### src/rtl/sr_drift_scheduler.sv
// Round-robin bounded random walk of per-harmonic omega_dt offsets sharing one LFSR/clamp datapath.
// Optional mean reversion toward zero is compiled in by defining SR_DRIFT_MEAN_REVERT_EN.
module sr_drift_scheduler #(
    parameter int          WIDTH         = 18,
    parameter int          NUM_HARMONICS = 5,
    parameter int          UPDATE_DIV    = 1024,
    parameter int          FAST_SIM      = 0,
    parameter logic [15:0] LFSR_SEED     = 16'hACE1
) (
    input  logic                           clk,
    input  logic                           rst_n,
    input  logic                           clk_en,
    input  logic                           freeze,
    input  logic                           cfg_valid,
    output logic                           cfg_ready,
    input  logic [2:0]                     cfg_idx,
    input  logic signed [WIDTH-1:0]        cfg_center,
    input  logic signed [WIDTH-1:0]        cfg_max,
    output logic [NUM_HARMONICS*WIDTH-1:0] omega_dt_packed,
    output logic [NUM_HARMONICS*WIDTH-1:0] drift_offset_packed,
    output logic                           busy,
    output logic                           pass_done
);

    localparam int              DIV       = (FAST_SIM != 0) ? 4 : UPDATE_DIV;
    localparam int              CW        = (DIV > 1) ? $clog2(DIV) : 1;
    localparam logic [CW-1:0]   TICK_LAST = CW'(DIV - 1);
    localparam logic [2:0]      LAST_IDX  = 3'(NUM_HARMONICS - 1);

    typedef enum logic [1:0] {
        S_IDLE  = 2'd0,
        S_STEP  = 2'd1,
        S_APPLY = 2'd2,
        S_DONE  = 2'd3
    } state_t;

    function automatic logic signed [WIDTH-1:0] reset_center(input logic [2:0] g);
        logic signed [WIDTH-1:0] c;
        case (g)
            3'd0:    c = WIDTH'(16'd196);
            3'd1:    c = WIDTH'(16'd354);
            3'd2:    c = WIDTH'(16'd514);
            3'd3:    c = WIDTH'(16'd643);
            3'd4:    c = WIDTH'(16'd823);
            default: c = '0;
        endcase
        return c;
    endfunction

    function automatic logic signed [WIDTH-1:0] reset_bound(input logic [2:0] g);
        logic signed [WIDTH-1:0] b;
        case (g)
            3'd0:    b = WIDTH'(16'd23);
            3'd1:    b = WIDTH'(16'd28);
            3'd2:    b = WIDTH'(16'd39);
            3'd3:    b = WIDTH'(16'd58);
            3'd4:    b = WIDTH'(16'd77);
            default: b = '0;
        endcase
        return b;
    endfunction

    // Galois form of x^16+x^14+x^13+x^11+1, shifting toward bit 0
    function automatic logic [15:0] lfsr_next(input logic [15:0] s);
        return {1'b0, s[15:1]} ^ (s[0] ? 16'hB400 : 16'h0000);
    endfunction

    state_t                  state_r, state_s;
    logic [2:0]              idx_r, idx_s;
    logic [CW-1:0]           tick_r;
    logic                    pending_r;
    logic [15:0]             lfsr_r, lfsr_nx_s;
    logic [1:0]              code_r;
    logic                    busy_r, pass_done_r;
    logic signed [WIDTH-1:0] center_r [NUM_HARMONICS];
    logic signed [WIDTH-1:0] bound_r  [NUM_HARMONICS];
    logic signed [WIDTH-1:0] offset_r [NUM_HARMONICS];

    logic                    trigger_s, cfg_fire_s;
    logic signed [WIDTH-1:0] sel_off_s, sel_bnd_s, new_off_s, cfg_bnd_s;
    logic signed [WIDTH:0]   step_s, sum_s, lim_s;
`ifdef SR_DRIFT_MEAN_REVERT_EN
    logic signed [WIDTH:0]   off_ext_s, mag_s, half_s;
`endif

    assign trigger_s  = clk_en & ~freeze & (tick_r == TICK_LAST);
    assign cfg_ready  = (state_r == S_IDLE) & ~pending_r & ~trigger_s;
    assign cfg_fire_s = cfg_valid & cfg_ready;
    assign lfsr_nx_s  = lfsr_next(lfsr_r);
    assign cfg_bnd_s  = cfg_max[WIDTH-1] ? '0 : cfg_max;
    assign busy       = busy_r;
    assign pass_done  = pass_done_r;

    // Shared step/clamp datapath for the harmonic selected by idx_r
    always_comb begin
        sel_off_s = '0;
        sel_bnd_s = '0;
        for (int g = 0; g < NUM_HARMONICS; g++) begin
            sel_off_s = (idx_r == 3'(g)) ? offset_r[g] : sel_off_s;
            sel_bnd_s = (idx_r == 3'(g)) ? bound_r[g]  : sel_bnd_s;
        end
        case (code_r)
            2'b00:   step_s = {(WIDTH+1){1'b1}};
            2'b11:   step_s = (WIDTH+1)'(1'b1);
            default: step_s = '0;
        endcase
        lim_s = {1'b0, sel_bnd_s};
`ifdef SR_DRIFT_MEAN_REVERT_EN
        off_ext_s = {sel_off_s[WIDTH-1], sel_off_s};
        mag_s     = sel_off_s[WIDTH-1] ? -off_ext_s : off_ext_s;
        half_s    = lim_s >>> 1;
        if ((code_r == 2'b01) && (mag_s > half_s)) begin
            step_s = sel_off_s[WIDTH-1] ? (WIDTH+1)'(1'b1) : {(WIDTH+1){1'b1}};
        end else begin
            step_s = step_s;
        end
`endif
        sum_s = {sel_off_s[WIDTH-1], sel_off_s} + step_s;
        if (sum_s > lim_s) begin
            new_off_s = sel_bnd_s;
        end else if (sum_s < -lim_s) begin
            new_off_s = -sel_bnd_s;
        end else begin
            new_off_s = sum_s[WIDTH-1:0];
        end
    end

    // Pass sequencing: next state and harmonic index
    always_comb begin
        state_s = state_r;
        idx_s   = idx_r;
        case (state_r)
            S_IDLE: begin
                if (trigger_s || pending_r) begin
                    state_s = S_STEP;
                    idx_s   = '0;
                end else begin
                    state_s = S_IDLE;
                end
            end
            S_STEP:  state_s = S_APPLY;
            S_APPLY: begin
                if (idx_r == LAST_IDX) begin
                    state_s = S_DONE;
                end else begin
                    state_s = S_STEP;
                    idx_s   = idx_r + 3'd1;
                end
            end
            S_DONE:  state_s = S_IDLE;
            default: begin
                state_s = S_IDLE;
                idx_s   = '0;
            end
        endcase
    end

    // State register with status flags registered from the next state
    always_ff @(posedge clk or negedge rst_n) begin
        if (!rst_n) begin
            state_r     <= S_IDLE;
            idx_r       <= '0;
            busy_r      <= 1'b0;
            pass_done_r <= 1'b0;
        end else begin
            state_r     <= state_s;
            idx_r       <= idx_s;
            busy_r      <= (state_s == S_STEP) || (state_s == S_APPLY);
            pass_done_r <= (state_s == S_DONE);
        end
    end

    // Update-rate divider and the single-deep pending-pass flag
    always_ff @(posedge clk or negedge rst_n) begin
        if (!rst_n) begin
            tick_r    <= '0;
            pending_r <= 1'b0;
        end else begin
            if (clk_en && !freeze) begin
                tick_r <= trigger_s ? '0 : tick_r + CW'(1'b1);
            end
            if ((state_r == S_IDLE) && (trigger_s || pending_r)) begin
                pending_r <= 1'b0;
            end else if (trigger_s) begin
                pending_r <= 1'b1;
            end
        end
    end

    // Random source advances once per harmonic; step code taken from the new value
    always_ff @(posedge clk or negedge rst_n) begin
        if (!rst_n) begin
            lfsr_r <= LFSR_SEED;
            code_r <= 2'b00;
        end else if (state_r == S_STEP) begin
            lfsr_r <= lfsr_nx_s;
            code_r <= lfsr_nx_s[1:0];
        end
    end

    // Per-harmonic centre/bound/offset storage; config only lands while idle
    always_ff @(posedge clk or negedge rst_n) begin
        if (!rst_n) begin
            for (int g = 0; g < NUM_HARMONICS; g++) begin
                center_r[g] <= reset_center(3'(g));
                bound_r[g]  <= reset_bound(3'(g));
                offset_r[g] <= '0;
            end
        end else begin
            for (int g = 0; g < NUM_HARMONICS; g++) begin
                if (cfg_fire_s && (cfg_idx == 3'(g))) begin
                    center_r[g] <= cfg_center;
                    bound_r[g]  <= cfg_bnd_s;
                    offset_r[g] <= '0;
                end else if ((state_r == S_APPLY) && (idx_r == 3'(g))) begin
                    offset_r[g] <= new_off_s;
                end
            end
        end
    end

    // Output packing straight from the registers
    always_comb begin
        omega_dt_packed     = '0;
        drift_offset_packed = '0;
        for (int g = 0; g < NUM_HARMONICS; g++) begin
            omega_dt_packed[g*WIDTH +: WIDTH]     = center_r[g] + offset_r[g];
            drift_offset_packed[g*WIDTH +: WIDTH] = offset_r[g];
        end
    end

endmodule

### config.mk
export PLATFORM = sky130hd
export DESIGN_NAME = sr_drift_scheduler
export DESIGN_NICKNAME = d
export VERILOG_FILES = /design/src/rtl/sr_drift_scheduler.sv
export SDC_FILE = /design/constraint.sdc
export NUM_CORES = 1
export LEC_CHECK = 0
export CORE_ASPECT_RATIO = 0.8
export CORE_MARGIN = 2
export CORE_UTILIZATION = 50
export CTS_BUF_LIST = sky130_fd_sc_hd__clkbuf_8
export CTS_CLUSTER_SIZE = 28
export DETAILED_ROUTE_END_ITERATION = 12
export GPL_ROUTABILITY_DRIVEN = 1
export GPL_TIMING_DRIVEN = 0
export PLACE_DENSITY = 0.73
export REMOVE_ABC_BUFFERS = 1
export SETUP_SLACK_MARGIN = 0.05
export SLEW_MARGIN = 20
export SYNTH_ARGS = -nofsm -noshare
export SYNTH_HDL_FRONTEND = slang
export SYNTH_SLANG_ARGS = --single-unit
### constraint.sdc
create_clock -name clk -period 9.3 [get_ports clk]
set_input_delay 1.86 -clock clk [delete_from_list [all_inputs] [get_ports clk]]
set_output_delay 1.86 -clock clk [all_outputs]
set_load 0.05 [all_outputs]
==> flow_metrics.tcl, run 1 <==
set metrics [dict create \
    cts_setup_buffers 0 \
    antenna_found_initial 1 \
    grt_pass1_wl_mm 87.3 \
    clk_pin_slew_ns 0.06 \
    cts_tree "done" \
    ys_ff_latch 300 \
    finalCriticalPeriod_ns 8.69 \
    layout_commonest_cell "dfrtp_1" \
    end_kind "register" \
    clockBufferDepth 3 \
    dp.final_hpwl_mm 40.4 \
    routed_wl_mm 55.4 \
    htree_num_levels 2 \
    fin_area_sq_um 22700 \
    crit_path_max_fanout 27 \
    finalNonFillerCells 2707 \
    setup-tns-final_ns 0 \
    cp-start-kind "register" \
    grt.overflow.total 0 \
    maxSlewViolCount 0 \
    worst_slew_pin_slew_ns 1.11 \
    fillers 3101 \
    finalNetCount 2374 \
    outcome "completed" \
    hp-start "tick_r[6]" \
    p_per_area_nw_per_um2 235 \
    cts_buffers 49 \
    core-area_sq_um 37000 \
    finalCritPeriodShare_pct 93.5 \
    first_global_vias 15812 \
    p_leak_nw 9.86 \
    die_h_microns 177 \
    slew_headroom_pct 24.8 \
    yosysUniqueCellTypes 84 \
    placed_cell_area_sq_um 21700 \
    ys_seq_area_share_pct 40.3 \
    critical_path_class "register to register" \
    root_buffer "clkbuf_8" \
    worstReg2RegStart "idx_r[1]" \
    hold_viol 0 \
    gp_congestion 0.903 \
    viasPerCell 5.96 \
    mostFrequentLayoutCells "dfrtp_1, clkdlybuf4s50_1, o21ai_0" \
    layout-drive-gt1-share_pct 14.0 \
    placed_cells 2615 \
    io_pins 227 \
    grt_setup_unrepaired "no" \
    clock_sinks 300 \
    ant_nets 0 \
    grt_max_degree 94 \
    synth_warnings 0 \
    dieArea_sq_um 39100 \
    synth_area_sq_um 18800 \
    chipWidth_microns 221 \
    synthAdderAreaFrac_pct 10.3 \
    async_flop_share_pct 100 \
    hold_class "register to register" \
    setup_violations 0 \
    critPathSlowestCell "ha_1" \
    path_common_cell "ha_1" \
    postSynthAreaPerCell_sq_um 9.52 \
    first_pass_iters 5 \
    diodes 0 \
    cpPeakStageDelay_ns 0.89 \
    drtIter0Drc 1382 \
    ys.flop_type "dfrtp_1" \
    cp-startpoint "idx_r[1]" \
    cap_violations 0 \
    initial_core_util_pct 50.7 \
    port_buffers 226 \
    worstPathArrival_ns 9.14 \
    synth-compound-area-share_pct 18.9 \
    required_ns 9.74 \
    max-vdd-ir-drop_v 0.000176 \
    num_vias 16140 \
    area_delta_synth_final_pct 21.0 \
    drc 0 \
    synth_top_family_by_area "compound AO/OA/AOI/OAI gates" \
    synthSimpleGateAreaFrac_pct 14.7 \
    synth_mux_area_share_pct 7.07 \
    reg2reg_setup_slack_ns 0.61 \
    grtUsageTotal_pct 28.5 \
    skew_ns 0.0221 \
    synth_edf_count 0 \
    fp-row-count 63 \
    fmax_mhz 115 \
    clkLatencyLatePin_ns 0.60 \
    synth_xor_area_share_pct 5.18 \
    synthCells 1974 \
    wl_per_cell_microns 20.4 \
]
worst max-delay path: cells and delay by family, from the launching register on:
family | cells | cell delay [ns]
AND/OR/NAND/NOR | 7 | 1.86
multiplexers | 1 | 0.40
adder cells (fa/ha/maj) | 4 | 1.89
AO/OA/AOI/OAI | 12 | 3.82
flip-flops | 1 | 0.41
buffers and inverters | 1 | 0.11
power breakdown:
group	total [mW]	internal, mW	switching, mW
clock network	1.16	0.608	0.552
registers	1.62	1.50	0.120
logic	2.56	0.958	1.61
total	5.34	3.06	2.28
sequential cells by signal, summed over array words and instances (netlist names):
name,cells
center_r,90
state_r,2
bound_r,85
busy,1
code_r,1
drift_offset_packed,90
pass_done,1
lfsr_r,16
tick_r,10
idx_r,3
pending_r,1
logic make-up after synthesis:
family                     count (synthesis)
muxes                                    116
adders and majority gates                151
buffers and inverters                    160
and+or+nand+nor                          574
xor gates and xnor gates                 111
AOI/OAI and AO/OA                        562
DFF                                      300
stage by stage:
stage	total power [mW]	utilization [%]	hold slack, ns	setup slack [ns]
2_1_floorplan	3.39	-	0.442	2.25
3_3_place_gp	4.11	57.3	0.456	-6.53
3_5_place_dp	4.18	58.6	0.461	0.690
4_1_cts	5.35	61.3	0.471	0.599
5_1_grt	5.63	61.3	0.498	0.0528
6_report	5.34	61.3	0.470	0.605
what timing repair did:
item,in CTS,in global routing
resized for setup,0,1
hold buffers,0,0
endpoints found under the setup margin,0,8
cells in the mapped netlist, types with 6 or more instances:
cell	instances	share of area [%]
and3_1	14	0.47
a21boi_0	9	0.36
a211oi_1	35	1.4
nor2_1	106	2.1
a21oi_1	93	2.5
or3_1	7	0.23
a22oi_1	25	1.0
and2_1	7	0.23
dfrtp_1	253	34
o21ai_0	218	5.8
o211ai_1	9	0.36
buf_1	7	0.14
nand3b_1	12	0.48
xor2_1	16	0.75
dfstp_2	47	6.6
nand4_1	12	0.40
fa_1	6	0.64
nand2b_1	33	1.1
clkbuf_1	72	1.4
o22ai_1	11	0.37
nand2_1	182	3.6
ha_1	145	9.7
nor3_1	28	0.75
nand3_1	115	3.1
inv_1	61	1.2
buf_6	6	0.36
buf_2	9	0.24
mux2i_1	6	0.32
o21bai_1	9	0.36
mux2_2	104	6.2
xnor2_1	95	4.4
o21ai_1	38	1.0
a31oi_1	8	0.27
nor2b_1	36	1.2
a21o_1	17	0.68
a221oi_1	7	0.33
a22oi_2	6	0.40
o21a_1	15	0.60
per-layer routing:
metal | part of all wire [%] | GRT usage (%) | vias to the layer above
met5 | 0 | 0 | -
li1 | - | - | 7533
met4 | 2.4 | 8.03 | 0
met3 | 7.6 | 5.72 | 99
met1 | 45 | 40.7 | 7908
met2 | 45 | 44.1 | 600
cell type report:
cell class / instances / area [sq um] / share of cell area (%)
multi-input cells: 1514 / 10600 / 46.8
flip-flops and latches: 300 / 7570 / 33.3
repair buffers: 251 / 2680 / 11.8
clock buffers: 63 / 867 / 3.82
well taps: 487 / 609 / 2.68
inverters: 63 / 236 / 1.04
clock inverters: 29 / 121 / 0.534
path summary, 6_finish.rpt:
kind                                           endpoint  depth (start not counted)
worst max-delay path            drift_offset_packed[50]                         25
worst min-delay path                          tick_r[6]                          1
worst max register to register  drift_offset_packed[50]                         25
worst min register to register                tick_r[6]                          1
max in group asynchronous                   center_r[5]                          3
min in group asynchronous                   bound_r[51]                          1
(Power assumes the default switching activity.)
==> inputs of run 2 (changes only) <==
--- a/config.mk
+++ b/config.mk
@@ -5,6 +5,7 @@
 export SDC_FILE = /design/constraint.sdc
 export NUM_CORES = 1
 export LEC_CHECK = 0
+export CAP_MARGIN = 15
 export CORE_ASPECT_RATIO = 0.8
 export CORE_MARGIN = 2
 export CORE_UTILIZATION = 50
@@ -20,3 +21,4 @@
 export SYNTH_ARGS = -nofsm -noshare
 export SYNTH_HDL_FRONTEND = slang
 export SYNTH_SLANG_ARGS = --single-unit
+export TNS_END_PERCENT = 30
==> results of run 2 <==
Same layout as run 1: the final DEF is identical, and so are final timing and power.
==> inputs of run 3 (changes only) <==
--- a/config.mk
+++ b/config.mk
@@ -7,7 +7,6 @@
 export LEC_CHECK = 0
 export CAP_MARGIN = 15
 export CORE_ASPECT_RATIO = 0.8
-export CORE_MARGIN = 2
 export CORE_UTILIZATION = 50
 export CTS_BUF_LIST = sky130_fd_sc_hd__clkbuf_8
 export CTS_CLUSTER_SIZE = 28
==> constraint.sdc (replaced) <==
create_clock -name clk -period 9.5 [get_ports clk]
set_input_delay 1.9 -clock clk [delete_from_list [all_inputs] [get_ports clk]]
set_output_delay 1.9 -clock clk [all_outputs]
set_load 0.05 [all_outputs]
==> run 3 against run 2 <==
Routed wire length rose by 0.21%. Critical endpoint is now drift_offset_packed[32]. Sequential power about the same. Power down 2.7%. Non-clock buffer count grew 2. Register-to-register slack gained 0.25 ns. Via count rose by 0.43%. Highest routed layer unchanged. Hold slack hardly changed. Clock power decreased by 5%. Global-route usage rose by 0.52 points. Setup slack better by 0.25 ns. Fmax grew 0.52%.
==> flow_metrics.tcl, run 3 (synthesis results as in run 1) <==
set metrics [dict create \
    viasPerCell 5.99 \
    finalCriticalPeriod_ns 8.65 \
    core-area_sq_um 37000 \
    hold_class "register to register" \
    fp-row-count 63 \
    hold_viol 0 \
    whs_endpoint "tick_r[6]" \
    first_pass_iters 6 \
    hold-worst-slack_ns 0.470 \
    io_pins 227 \
    setup-tns-final_ns 0 \
    area_delta_synth_final_pct 20.8 \
    max-vdd-ir-drop_v 0.000154 \
    end_kind "register" \
    cp-start-kind "register" \
    outcome "completed" \
    timing.rr.end "drift_offset_packed[32]" \
    reg2reg_setup_slack_ns 0.85 \
    cpPeakStageDelay_ns 0.86 \
    worst_slew_pin_slew_ns 1.24 \
    clockBufferDepth 3 \
    r2r_cells 25 \
    dp.final_hpwl_mm 40.5 \
    finalCritPeriodShare_pct 91.0 \
    path_delay_family "compound AO/OA/AOI/OAI gates" \
    layout_commonest_cell "dfrtp_1" \
    clkLatencyLatePin_ns 0.62 \
    num_vias 16209 \
    routed_wl_mm 55.5 \
    critical_path_class "register to register" \
    drc 0 \
    path_common_cell "ha_1" \
    mostFrequentLayoutCells "dfrtp_1, clkdlybuf4s50_1, o21ai_0" \
    fin_area_sq_um 22700 \
    whs_path_depth 1 \
    grtUsageTotal_pct 29.1 \
    diodes 0 \
    initial_core_util_pct 50.7 \
    cap_violations 0 \
    worstReg2RegStart "idx_r[1]" \
    wl_per_cell_microns 20.5 \
    gp_congestion 0.935 \
    crit_path_max_fanout 27 \
    cts_buffers 51 \
    hp-start "tick_r[6]" \
    grt.overflow.total 0 \
    placed_cells 2617 \
    fillers 3123 \
    grt_pass1_wl_mm 87.5 \
    slew_headroom_pct 16.4 \
    drtIter0Drc 1325 \
    required_ns 9.95 \
    fmax_mhz 116 \
    root_buffer "clkbuf_8" \
    dieArea_sq_um 38300 \
    port_buffers 226 \
    maxSlewViolCount 0 \
    die_h_microns 175 \
    finalNetCount 2378 \
    setup_violations 0 \
    grt_max_degree 103 \
    htree_num_levels 2 \
    clk_pin_slew_ns 0.06 \
    clock_sinks 300 \
    first_global_vias 15954 \
    cts_tree "done" \
    grt_setup_unrepaired "no" \
    pre_cts_ws_ns 0.865 \
    skew_ns 0.0274 \
    layout-drive-gt1-share_pct 13.7 \
    finalNonFillerCells 2705 \
    placed_cell_area_sq_um 21800 \
    worstPathArrival_ns 9.10 \
    chipWidth_microns 219 \
    ctsHoldBuffers 0 \
    critPathSlowestCell "ha_1" \
    p_leak_nw 9.85 \
    critical_path_buf_inv_count 1 \
    ant_nets 0 \
    p_per_area_nw_per_um2 229 \
    antenna_found_initial 0 \
    fin_ws_ns 0.851 \
]
[run 3: changes by cell type in the layout (fill, tap and decap cells not counted), sizes merged]
| cell | previous run | this run |
|---|---|---|
| inv | 83 | 89 |
| clkbuf | 63 | 58 |
| clkinv | 8 | 4 |
| buf | 26 | 28 |
| clkinvlp | 1 | 0 |
[run 3: timing repair]
item,4_1_cts,5_1_grt
endpoints found under the setup margin,0,1
resized for setup,0,1
endpoints found under the hold margin,0,0
setup buffers,0,0
[run 3: stage by stage]
| step | power [mW] | util [%] |
|---|---|---|
| floorplan | 3.32 | - |
| finish | 5.20 | 61.2 |
| global placement | 4.03 | 57.3 |
| detailed placement | 4.10 | 58.7 |
| CTS | 5.20 | 61.2 |
| global route | 5.47 | 61.2 |
[run 3: routing by layer]
layer,vias to the layer above,GRT usage (%),part of all wire (%)
li1,7526,-,-
met1,8031,41.5,46
met2,552,45.6,45
met3,100,4.73,6.6
met4,0,7.99,2.0
met5,-,0,0
[run 3: worst max-delay path by stage]
| stage | from | to | depth (start not counted) |
|---|---|---|---|
| after detailed placement | idx_r[0] | drift_offset_packed[86] | 24 |
| after global placement | rst_n | center_r[24] | 1 |
| final | idx_r[1] | drift_offset_packed[32] | 25 |
| after CTS | idx_r[0] | drift_offset_packed[86] | 24 |
| after global routing | idx_r[1] | drift_offset_packed[32] | 25 |
| after floorplan | clk_en | center_r[10] | 7 |
[run 3: final cells by class]
type / instances / area [sq um] / share of cell area (%)
Clock inverter: 30 / 134 / 0.590
Multi-Input combinational cell: 1514 / 10600 / 46.8
Tap cell: 487 / 609 / 2.69
Clock buffer: 58 / 798 / 3.52
Inverter: 63 / 236 / 1.04
Sequential cell: 300 / 7570 / 33.3
Timing Repair Buffer: 253 / 2720 / 12.0
[run 3: worst register-to-register path: cells and delay by family, from the launching register on]
kind,cells,cell delay (ns)
adder cells (fa/ha/maj),4,1.88
buffers and inverters,1,0.12
AND/OR/NAND/NOR,7,1.89
flip-flops,1,0.42
AO/OA/AOI/OAI,12,3.78
multiplexers,1,0.41
[run 3: where the power goes]
group | total, mW | switching (mW) | internal (mW)
Combinational | 2.52 | 1.58 | 0.939
Sequential | 1.59 | 0.118 | 1.47
Clock | 1.10 | 0.541 | 0.556
